[config.mk]
export PLATFORM = sky130hd
export DESIGN_NAME = fault_shutdown_sequencer
export DESIGN_NICKNAME = d
export VERILOG_FILES = /design/src/rtl/fss_pkg.sv /design/src/rtl/amp_ramp.sv /design/src/rtl/fault_shutdown_sequencer.sv
export SDC_FILE = /design/constraint.sdc
export NUM_CORES = 1
export LEC_CHECK = 0
export BUFFER_PORTS_ARGS = -buffer_cell sky130_fd_sc_hd__buf_2
export CAP_MARGIN = 40
export CORE_MARGIN = 2
export CORE_UTILIZATION = 37
export DETAILED_ROUTE_END_ITERATION = 12
export GPL_TIMING_DRIVEN = 0
export HOLD_SLACK_MARGIN = 0.02
export PLACE_DENSITY_LB_ADDON = 0.2
export SLEW_MARGIN = 20
export SYNTH_ARGS = -nofsm -noshare
export SYNTH_HDL_FRONTEND = slang
export SYNTH_SLANG_ARGS = --single-unit
[constraint.sdc]
create_clock -name clk -period 2.1 [get_ports clk]
set_input_delay 0.42 -clock clk [delete_from_list [all_inputs] [get_ports clk]]
set_output_delay 0.42 -clock clk [all_outputs]
set_load 0.02 [all_outputs]
[src/rtl/fss_pkg.sv]
// Shared types for the fault shutdown sequencer.
// FSS_SOFT_START_EN selects the RAMP_UP soft-start path.
package fss_pkg;

  typedef enum logic [2:0] {
    ST_RUN       = 3'd0,
    ST_RAMP_DOWN = 3'd1,
    ST_HOLD      = 3'd2,
    ST_SETTLE    = 3'd3,
    ST_RAMP_UP   = 3'd4,
    ST_LOCKOUT   = 3'd5
  } state_t;

  localparam int CAUSE_WDT = 0;
  localparam int CAUSE_EXT = 1;

  function automatic int amp_max(input int w);
    return (1 << w) - 1;
  endfunction

endpackage

[src/rtl/amp_ramp.sv]
// Saturating carrier amplitude ramp register.
// at_min/at_max flag that the next step lands on the limit.
module amp_ramp
  import fss_pkg::*;
#(
  parameter int AMP_W     = 12,
  parameter int RAMP_STEP = 256
) (
  input  logic             clk,
  input  logic             rstn,
  input  logic             up,
  input  logic             down,
  input  logic             load_zero,
  input  logic             load_max,
  output logic [AMP_W-1:0] level,
  output logic             at_min,
  output logic             at_max
);

  localparam logic [AMP_W:0] STEP_W = (AMP_W+1)'(RAMP_STEP);
  localparam logic [AMP_W:0] MAX_W  = (AMP_W+1)'(amp_max(AMP_W));

  logic [AMP_W:0] dn;
  logic [AMP_W:0] upv;

  assign dn     = {1'b0, level} - STEP_W;
  assign upv    = {1'b0, level} + STEP_W;
  assign at_min = dn[AMP_W] | (dn == '0);
  assign at_max = upv >= MAX_W;

  always_ff @(posedge clk or negedge rstn) begin
    if (!rstn) begin
      level <= '0;
    end else if (load_zero) begin
      level <= '0;
    end else if (load_max) begin
      level <= MAX_W[AMP_W-1:0];
    end else if (down) begin
      level <= dn[AMP_W] ? '0 : dn[AMP_W-1:0];
    end else if (up) begin
      level <= at_max ? MAX_W[AMP_W-1:0] : upv[AMP_W-1:0];
    end
  end

endmodule

[src/rtl/fault_shutdown_sequencer.sv]
// Fault-driven carrier ramp-down, subsystem reset and lockout.
// FSS_SOFT_START_EN enables the RAMP_UP soft-start state.
module fault_shutdown_sequencer
  import fss_pkg::*;
#(
  parameter int AMP_W         = 12,
  parameter int RAMP_STEP     = 256,
  parameter int HOLD_CYCLES   = 16,
  parameter int SETTLE_CYCLES = 8,
  parameter int MAX_FAULTS    = 3,
  parameter int FCNT_W        = 4
) (
  input  logic              clk,
  input  logic              rstn,
  input  logic              force_reset,
  input  logic              ext_fault,
  input  logic              clear_lockout,
  output logic [AMP_W-1:0]  amp_scale,
  output logic              rf_enable,
  output logic              sys_rstn,
  output logic [2:0]        state_o,
  output logic [FCNT_W-1:0] fault_count,
  output logic [1:0]        last_cause,
  output logic              lockout
);

  localparam int CNT_MAX =
    (HOLD_CYCLES > SETTLE_CYCLES) ? HOLD_CYCLES : SETTLE_CYCLES;
  localparam int CNT_W = $clog2(CNT_MAX + 1);

  localparam logic [CNT_W-1:0] HOLD_LAST   = CNT_W'(HOLD_CYCLES - 1);
  localparam logic [CNT_W-1:0] SETTLE_LAST = CNT_W'(SETTLE_CYCLES - 1);
  localparam logic [FCNT_W-1:0] FCNT_SAT   = '1;
  localparam logic [FCNT_W:0] LOCK_AT      = (FCNT_W+1)'(MAX_FAULTS);

  state_t           state, state_n;
  logic [CNT_W-1:0] cnt, cnt_n;
  logic             lock_pend;
  logic             trig;
  logic             up, down, ld_zero, ld_max;
  logic             hit, clr;
  logic             rf_n, srst_n, lock_n;
  logic             at_min;
  logic [FCNT_W-1:0] fcnt_inc;
`ifdef FSS_SOFT_START_EN
  logic             at_max;
`endif

  assign trig     = force_reset | ext_fault;
  assign state_o  = state;
  assign fcnt_inc = (fault_count == FCNT_SAT) ?
                    fault_count : fault_count + 1'b1;

  amp_ramp #(
    .AMP_W     (AMP_W),
    .RAMP_STEP (RAMP_STEP)
  ) u_ramp (
    .clk       (clk),
    .rstn      (rstn),
    .up        (up),
    .down      (down),
    .load_zero (ld_zero),
    .load_max  (ld_max),
    .level     (amp_scale),
    .at_min    (at_min),
`ifdef FSS_SOFT_START_EN
    .at_max    (at_max)
`else
    .at_max    ()
`endif
  );

  always_comb begin
    state_n = state;
    cnt_n   = '0;
    up      = 1'b0;
    down    = 1'b0;
    ld_zero = 1'b0;
    ld_max  = 1'b0;
    hit     = 1'b0;
    clr     = 1'b0;
    unique case (state)
      ST_RUN: begin
        if (trig) begin
          hit     = 1'b1;
          state_n = ST_RAMP_DOWN;
        end
      end
`ifdef FSS_SOFT_START_EN
      ST_RAMP_UP: begin
        if (trig) begin
          hit     = 1'b1;
          state_n = ST_RAMP_DOWN;
        end else begin
          up = 1'b1;
          if (at_max) state_n = ST_RUN;
        end
      end
`endif
      ST_RAMP_DOWN: begin
        down = 1'b1;
        if (at_min) state_n = ST_HOLD;
      end
      ST_HOLD: begin
        ld_zero = 1'b1;
        if (cnt == HOLD_LAST)
          state_n = lock_pend ? ST_LOCKOUT : ST_SETTLE;
        else
          cnt_n = cnt + 1'b1;
      end
      ST_SETTLE: begin
        // counter parks at its last value while trig holds us here
        if (cnt == SETTLE_LAST && !trig) begin
`ifdef FSS_SOFT_START_EN
          state_n = ST_RAMP_UP;
`else
          state_n = ST_RUN;
          ld_max  = 1'b1;
`endif
        end else if (cnt != SETTLE_LAST) begin
          cnt_n = cnt + 1'b1;
        end else begin
          cnt_n = cnt;
        end
      end
      ST_LOCKOUT: begin
        ld_zero = 1'b1;
        if (clear_lockout) begin
          clr     = 1'b1;
          state_n = ST_SETTLE;
        end
      end
      default: state_n = ST_HOLD;
    endcase
    rf_n   = state_n inside {ST_RUN, ST_RAMP_DOWN, ST_RAMP_UP};
    srst_n = state_n inside {ST_RUN, ST_RAMP_DOWN,
                             ST_SETTLE, ST_RAMP_UP};
    lock_n = state_n == ST_LOCKOUT;
  end

  always_ff @(posedge clk or negedge rstn) begin
    if (!rstn) begin
      state       <= ST_HOLD;
      cnt         <= '0;
      rf_enable   <= 1'b0;
      sys_rstn    <= 1'b0;
      lockout     <= 1'b0;
      fault_count <= '0;
      last_cause  <= '0;
      lock_pend   <= 1'b0;
    end else begin
      state     <= state_n;
      cnt       <= cnt_n;
      rf_enable <= rf_n;
      sys_rstn  <= srst_n;
      lockout   <= lock_n;
      if (clr) begin
        fault_count <= '0;
        lock_pend   <= 1'b0;
      end else if (hit) begin
        fault_count           <= fcnt_inc;
        last_cause[CAUSE_WDT] <= force_reset;
        last_cause[CAUSE_EXT] <= ext_fault;
        if ({1'b0, fcnt_inc} >= LOCK_AT) lock_pend <= 1'b1;
      end
    end
  end

endmodule
==> results of run 1 <==
## path summary, 6_finish.rpt
check / to / slack (ns) / cells past startpoint
worst max-delay path: last_cause[1] / 0.24 / 3
worst min-delay path: state_o[2] / 0.11 / 1
worst max register to register: last_cause[1] / 0.24 / 3
worst min register to register: last_cause[0] / 0.51 / 1
max in group asynchronous: state_o[1] / 1.62 / 1
min in group clk: last_cause[1] / 0.41 / 2
## worst max-delay path, delay by kind of cell, from the launching register on
family	cells	cell delay, ns
buffers and inverters	1	0.18
flip-flops	1	0.42
multiplexers	1	0.41
AND/OR/NAND/NOR	1	0.74
## layout by cell type, fill, tap and decap left out, types with 3 or more instances in the layout
cell | Yosys | routed
nand4_1 | 3 | 3
o32ai_1 | 3 | 3
clkbuf_8 | 0 | 3
nor2_1 | 11 | 11
ha_1 | 6 | 6
o211ai_1 | 4 | 4
buf_4 | 8 | 8
nand2b_1 | 4 | 4
nand2_1 | 15 | 15
inv_1 | 8 | 8
dfrtp_1 | 22 | 22
o21ai_0 | 9 | 9
nand3_1 | 12 | 12
a21oi_1 | 6 | 6
buf_2 | 2 | 30
## area by class of cell
type | count | area (um2)
fillers | 356 | 1990
multi-input cells | 109 | 724
flip-flops and latches | 23 | 577
repair buffers | 28 | 140
plain buffers | 10 | 70.1
well taps | 48 | 60.1
clock buffers | 4 | 45.0
inverters | 8 | 30.0
## power by group
part | switching (mW) | total, mW | internal (mW)
combinational | 0.552 | 0.914 | 0.361
clock | 0.145 | 0.281 | 0.136
sequential | 0.151 | 0.747 | 0.596
## routing by layer
metal	share of wire	routed length (um)	track usage	vias to the layer above
met1	0.48	1480	0.212	585
met2	0.47	1430	0.259	24
li1	-	-	-	606
met4	0.016	50	0.0625	0
met5	0	0	0	-
met3	0.033	100	0.0223	5
## flip-flops by register name, summed over array words and instances, names as in the netlist
signal        flops
cnt               5
sys_rstn          1
u_ramp.level      5
rf_enable         1
lockout           1
state_o           3
last_cause        2
fault_count       4
lock_pend         1
## stage by stage
stage / instance area [um2] / hold slack [ns] / setup WS, ns / instances
after global placement: 1590 / 0.425 / 0.0326 / 226
final: 1650 / 0.115 / 0.236 / 230
after global routing: 1650 / 0.149 / 0.100 / 230
after detailed placement: 1590 / 0.433 / 0.0519 / 226
after floorplan: 1390 / 0.124 / 0.279 / 150
after CTS: 1640 / 0.141 / 0.0331 / 230
## cell families (layout without fill, tap and decap cells)
family / after synthesis / in the layout / share of synthesized area
xor+xnor: 1 / 1 / 0.00629
fa+ha+maj: 6 / 6 / 0.0539
mux: 3 / 3 / 0.0234
compound gates: 32 / 32 / 0.157
buf+inv: 18 / 50 / 0.0719
flops: 23 / 23 / 0.414
simple gates: 67 / 67 / 0.273
## timing repair
item	CTS	global route
setup endpoints to repair	0	2
gates resized for setup	0	3
setup buffers	0	0
==> flow_summary.json, run 1 <==
{
  "synth.most_common_cell": "dfrtp_1",
  "ioPinCount": 29,
  "synth.distinct_cells": 42,
  "via_per_inst": 5.30,
  "cellLeakagePower_nw": 0.795,
  "clk_latency_ns": 0.27,
  "tns_ns": 0,
  "startpoint": "state_o[2]",
  "grt_overflow": 0,
  "slowest_stage": "nor4_2",
  "vias": 1220,
  "n_antenna_cell": 0,
  "ys_warn_count": 0,
  "die-area_um2": 4270,
  "routed_wl_um": 3060,
  "drive_gt1_frac": 0.286,
  "reg2reg_from": "state_o[2]",
  "grt_start_max_net_pins": 24,
  "syn_avg_cell_area_um2": 9.28,
  "yosys-top-cells-count": "dfrtp_1, nand2_1, nand3_1, nor2_1, o21ai_0",
  "maxSlewViolCount": 0,
  "netlist_area_um2": 1390,
  "grt_usage": 0.158,
  "path_max_fanout": 10,
  "yosysTopAreaCell": "dfrtp_1",
  "first_iter_violations": 32,
  "p_total_mw": 1.94,
  "seq_area_frac_synth": 0.414,
  "start_kind": "flop",
  "finalCritPeriodShare": 0.888,
  "yosys_register_bits": 23,
  "dieWidth_um": 65.4,
  "ant_nets": 0,
  "cts-root-buf": "clkbuf_8",
  "drcViolationCount": 0,
  "maxSlewHeadroom": 0.404,
  "cp.arrival_ns": 2.03,
  "hold_viol_final": 0,
  "critPathMaxStageDelay_ns": 0.74,
  "synth.top_cell.area_share": 0.395,
  "tightest_slew_ns": 0.887,
  "gp_congestion": 0.855,
  "p_per_area_nw_per_um2": 1180,
  "antenna_found_initial": 0,
  "skew_ns": 0.00580,
  "ir_worst_vdd_v": 0.000561,
  "fp.coreArea_um2": 3630,
  "setup_viol": 0,
  "async_flop_share": 1.00,
  "firstDrtPassIters": 4,
  "end_kind": "flop",
  "area_growth_pct": 18.2,
  "synth_area_leaders": "dfrtp_1, ha_1, nand3_1, buf_4, nand2_1",
  "final_util": 0.453,
  "synth_nets": 161,
  "crit_type": "reg2reg",
  "hold_buffers": 0,
  "ctsLongestPathBuffers": 2,
  "wl_per_cell_um": 13.3,
  "port_buffers": 28,
  "path_clk_slew_ns": 0.08,
  "initial_core_util": 0.383,
  "outcome": "finished clean",
  "cp.required_ns": 2.26,
  "grt_pass1_wl_um": 5260,
  "fmax_mhz": 536,
  "grt_pass1_vias": 1151,
  "synth_edf_count": 0,
  "hpwl_um": 2280,
  "netlist_instances": 150,
  "cts_tree": "built",
  "drv_cap": 0,
  "numCtsBuffers": 3,
  "h-tree-depth": 1,
  "path_cells": "buf_4 -> nor4_2 -> mux2_2",
  "finalCriticalPeriod_ns": 1.86,
  "rsz0062_at_grt": "false",
  "die_h_um": 65.4,
  "cts_num_sinks": 23,
  "holdCritPathClass": "in2async",
  "row_count": 22,
  "yosys_most_used_dff": "dfrtp_1",
  "finalNetCount": 194
}
Power figures use the tool's default switching activity.
==> run 2: changes to the inputs <==
- clock period: 2.1 -> 2 ns (I/O delays scaled with it)
==> run 2 against run 1 <==
Sequential cell count did not move. Clock-buffer cell count did not move. Cell count did not move.
==> flow_summary.json, run 2 (synthesis results as in run 1) <==
{
  "outcome": "finished clean",
  "seqCellArea_um2": 577,
  "clk_latency_ns": 0.27,
  "end_kind": "flop",
  "dp_cells": 226,
  "setup_viol": 0,
  "skew_ns": 0.00402,
  "multi_input_area_um2": 727,
  "drv_cap": 0,
  "fp.coreArea_um2": 3630,
  "p_per_area_nw_per_um2": 1240,
  "hpwl_um": 2280,
  "post_cts_buffers": 0,
  "die-area_um2": 4270,
  "n_antenna_cell": 0,
  "path_buf_inv": 1,
  "cts_tree": "built",
  "drive_gt1_frac": 0.291,
  "pre_cts_slack_ns": -0.0481,
  "final_cells": 230,
  "ioPinCount": 29,
  "finalCriticalPeriod_ns": 1.87,
  "cts_num_sinks": 23,
  "hold_buffers": 0,
  "drcViolationCount": 0,
  "cp.arrival_ns": 2.03,
  "row_count": 22,
  "finalNetCount": 194,
  "grt_pass1_vias": 1151,
  "tightest_slew_ns": 0.890,
  "cp.required_ns": 2.16,
  "die_h_um": 65.4,
  "cellLeakagePower_nw": 0.792,
  "slowest_stage": "nor4_2",
  "firstDrtPassIters": 4,
  "holdCritPathClass": "in2async",
  "cts-root-buf": "clkbuf_8",
  "top_regs": "cnt: 5 flops, u_ramp.level: 5 flops, fault_count: 4 flops",
  "maxSlewHeadroom": 0.402,
  "path_cells": "buf_4 -> nor4_2 -> mux2_2",
  "ant_nets": 0,
  "area_growth_pct": 18.4,
  "finalCritPeriodShare": 0.936,
  "ir_worst_vdd_v": 0.000589,
  "antenna_found_initial": 0,
  "grt_usage": 0.158,
  "cp_top_family": "simple AND/OR/NAND/NOR gates",
  "fillers": 354,
  "vias": 1218,
  "ctsLongestPathBuffers": 2,
  "grt_overflow": 0,
  "hold_viol_final": 0,
  "grt_start_max_net_pins": 24,
  "crit_type": "reg2reg",
  "maxSlewViolCount": 0,
  "r2r_slack_ns": 0.13,
  "h-tree-depth": 1,
  "wl_per_cell_um": 13.3,
  "critPathMaxStageDelay_ns": 0.74,
  "initial_core_util": 0.383,
  "grt_pass1_wl_um": 5260,
  "layout_commonest_cell": "buf_2",
  "rsz0062_at_grt": "false",
  "fin_ws_ns": 0.128,
  "gp_congestion": 0.855,
  "routed_wl_um": 3060,
  "start_kind": "flop",
  "fmax_mhz": 534,
  "numCtsBuffers": 3,
  "first_iter_violations": 17,
  "layout_common_cells": "buf_2, dfrtp_1, nand2_1",
  "via_per_inst": 5.30,
  "path_max_fanout": 10,
  "port_buffers": 28,
  "path_clk_slew_ns": 0.08,
  "dieWidth_um": 65.4
}
-- run 2: cell counts in the layout (fill, tap and decap cells not counted) --
Identical to the previous run, type by type.
-- run 2: worst paths after layout --
path,from,end,depth (start not counted)
worst min register to register,last_cause[0],last_cause[0],1
max in group asynchronous,rstn,state_o[1],1
worst min-delay path,rstn,state_o[2],1
min in group clk,clear_lockout,lockout,2
worst max-delay path,state_o[2],last_cause[1],3
worst max register to register,state_o[2],last_cause[1],3
-- run 2: layout make-up --
| type | instances | area share |
|---|---|---|
| inverter | 8 | 0.0182 |
| timing repair buffer | 28 | 0.0850 |
| buffer | 10 | 0.0425 |
| sequential | 23 | 0.350 |
| clock buffer | 4 | 0.0273 |
| tap | 48 | 0.0364 |
| multi-input combinational | 109 | 0.441 |
-- run 2: through the flow --
step | utilization | instance area (um2) | total power, mW | hold WS, ns | setup TNS, ns
final | 0.454 | 1650 | 2.04 | 0.0977 | 0
after global routing | 0.454 | 1650 | 2.21 | 0.129 | 0
after CTS | 0.451 | 1640 | 2.03 | 0.121 | 0
after detailed placement | 0.438 | 1590 | 1.73 | 0.413 | -0.0569
after global placement | 0.438 | 1590 | 1.71 | 0.405 | -0.112
after floorplan | - | 1390 | 1.46 | 0.104 | 0
-- run 2: where the power goes --
group          total (mW)  switching (mW)  internal (mW)
sequential          0.785           0.160          0.626
combinational       0.963           0.580          0.384
clock               0.294           0.152          0.142
total                2.04           0.892           1.15
-- run 2: repair_timing --
action / 4_1_cts / 5_1_grt
setup endpoints to repair: 2 / 4
pin swaps: 0 / 1
gates resized for setup: 1 / 3
gates cloned: 0 / 0
-- run 2: metal layers --
metal,part of all wire,up-vias,global-route usage
met5,0,-,0
met4,0.016,0,0.0625
met3,0.035,5,0.0223
met2,0.47,27,0.259
met1,0.48,578,0.212
li1,-,608,-
==> run 3: changes to the inputs <==
- CTS_BUF_LIST: default -> sky130_fd_sc_hd__clkbuf_8
- PLACE_DENSITY: default -> 0.7
- PLACE_DENSITY_LB_ADDON: 0.2 -> default
==> run 3 against run 2 <==
Routed wire length is 3.5% lower. Sequential share of layout area is 0.42 points lower. Clock skew is 0.0012 ns higher. Clock-buffer cell count is 1 lower.
==> flow_summary.json, run 3 (synthesis results as in run 1) <==
{
  "area_growth_pct": 19.9,
  "top_regs": "cnt: 5 flops, u_ramp.level: 5 flops, fault_count: 4 flops",
  "outcome": "finished clean",
  "seqCellArea_um2": 577,
  "reg2reg_from": "cnt[0]",
  "fp.coreArea_um2": 3630,
  "grt_pass1_vias": 1095,
  "start_kind": "flop",
  "ant_nets": 0,
  "final_cells": 230,
  "crit_type": "reg2reg",
  "p_per_area_nw_per_um2": 1240,
  "layout_common_cells": "buf_2, dfrtp_1, nand2_1",
  "ioPinCount": 29,
  "drcViolationCount": 0,
  "cp.arrival_ns": 2.00,
  "finalNetCount": 194,
  "r2r_end": "sys_rstn",
  "drv_cap": 0,
  "cts_tree": "built",
  "drive_gt1_frac": 0.291,
  "layout_commonest_cell": "buf_2",
  "hold_buffers": 0,
  "numCtsBuffers": 3,
  "gp_congestion": 0.868,
  "path_max_fanout": 5,
  "h-tree-depth": 1,
  "cellLeakagePower_nw": 0.801,
  "port_buffers": 28,
  "end_kind": "flop",
  "tns_ns": 0,
  "fillers": 364,
  "cts-root-buf": "clkbuf_8",
  "firstDrtPassIters": 4,
  "dp_cells": 226,
  "multi_input_area_um2": 746,
  "clk_latency_ns": 0.26,
  "maxSlewViolCount": 0,
  "pre_cts_slack_ns": -0.147,
  "holdCritPathClass": "in2async",
  "post_cts_buffers": 0,
  "grt_start_max_net_pins": 24,
  "antenna_found_initial": 0,
  "fmax_mhz": 534,
  "fin_ws_ns": 0.128,
  "die_h_um": 65.4,
  "setup_viol": 0,
  "wl_per_cell_um": 12.9,
  "grt_overflow": 0,
  "die-area_um2": 4270,
  "tightest_slew_ns": 0.596,
  "finalCritPeriodShare": 0.936,
  "holdWs_ns": 0.101,
  "n_antenna_cell": 0,
  "initial_core_util": 0.383,
  "maxSlewHeadroom": 0.600,
  "routed_wl_um": 2960,
  "cp.required_ns": 2.13,
  "hold_viol_final": 0,
  "finalCriticalPeriod_ns": 1.87,
  "r2r_slack_ns": 0.13,
  "first_iter_violations": 83,
  "path_clk_slew_ns": 0.08,
  "skew_ns": 0.00525,
  "ctsLongestPathBuffers": 2,
  "cts_num_sinks": 23,
  "via_per_inst": 5.35,
  "grt_usage": 0.150,
  "p_total_mw": 2.07,
  "ir_worst_vdd_v": 0.000769,
  "hpwl_um": 2150,
  "row_count": 22,
  "reg2regPathDepth": 7,
  "dieWidth_um": 65.4,
  "vias": 1231,
  "grt_pass1_wl_um": 5060
}
run 3: final cells by class:
cell class                 count  area share
multi-input combinational    109       0.447
sequential                    23       0.346
timing repair buffer          28      0.0840
buffer                        10      0.0420
tap                           48      0.0360
clock buffer                   3      0.0247
inverter                       8      0.0180
clock inverter                 1     0.00300
run 3: per-stage QoR:
step                 util  instance area, um2
floorplan               -                1390
global placement    0.438                1590
detailed placement  0.438                1590
CTS                 0.453                1650
global route        0.459                1670
finish              0.459                1670
run 3: layer usage:
| layer | GRT usage | up-vias | routed length [um] |
|---|---|---|---|
| li1 | - | 607 | - |
| met1 | 0.213 | 573 | 1460 |
| met4 | 0.0313 | 0 | 21 |
| met3 | 0.0411 | 4 | 217 |
| met5 | 0 | - | 0 |
| met2 | 0.228 | 47 | 1260 |
run 3: repair_timing:
action                     CTS  global route
pin swaps                    0             0
setup endpoints to repair    2             4
resized for setup            2             4
run 3: worst max path at each step:
stage               cells after the start    from   endpoint  slack [ns]
floorplan                               7  cnt[0]   sys_rstn        0.18
global placement                        7  cnt[0]   sys_rstn       -0.17
detailed placement                      7  cnt[0]   sys_rstn       -0.15
CTS                                     8  cnt[0]  rf_enable        0.08
global route                            8  cnt[0]   sys_rstn       -0.05
finish                                  7  cnt[0]   sys_rstn        0.13
run 3: report_power, final:
group | internal (mW) | leakage [nW] | switching, mW | total, mW
sequential | 0.626 | 0.295 | 0.171 | 0.797
combinational | 0.400 | 0.480 | 0.586 | 0.986
clock | 0.139 | 0.0255 | 0.146 | 0.285
total | 1.16 | 0.801 | 0.903 | 2.07
run 3: worst max-delay path: stages, from the launching register on:
cell and delay, ns:
dfrtp_1 0.41, ha_1 0.26, nand3_1 0.12, inv_1 0.05, ha_1 0.21, nor2b_2 0.21, a2111oi_4 0.35, a31oi_1 0.13
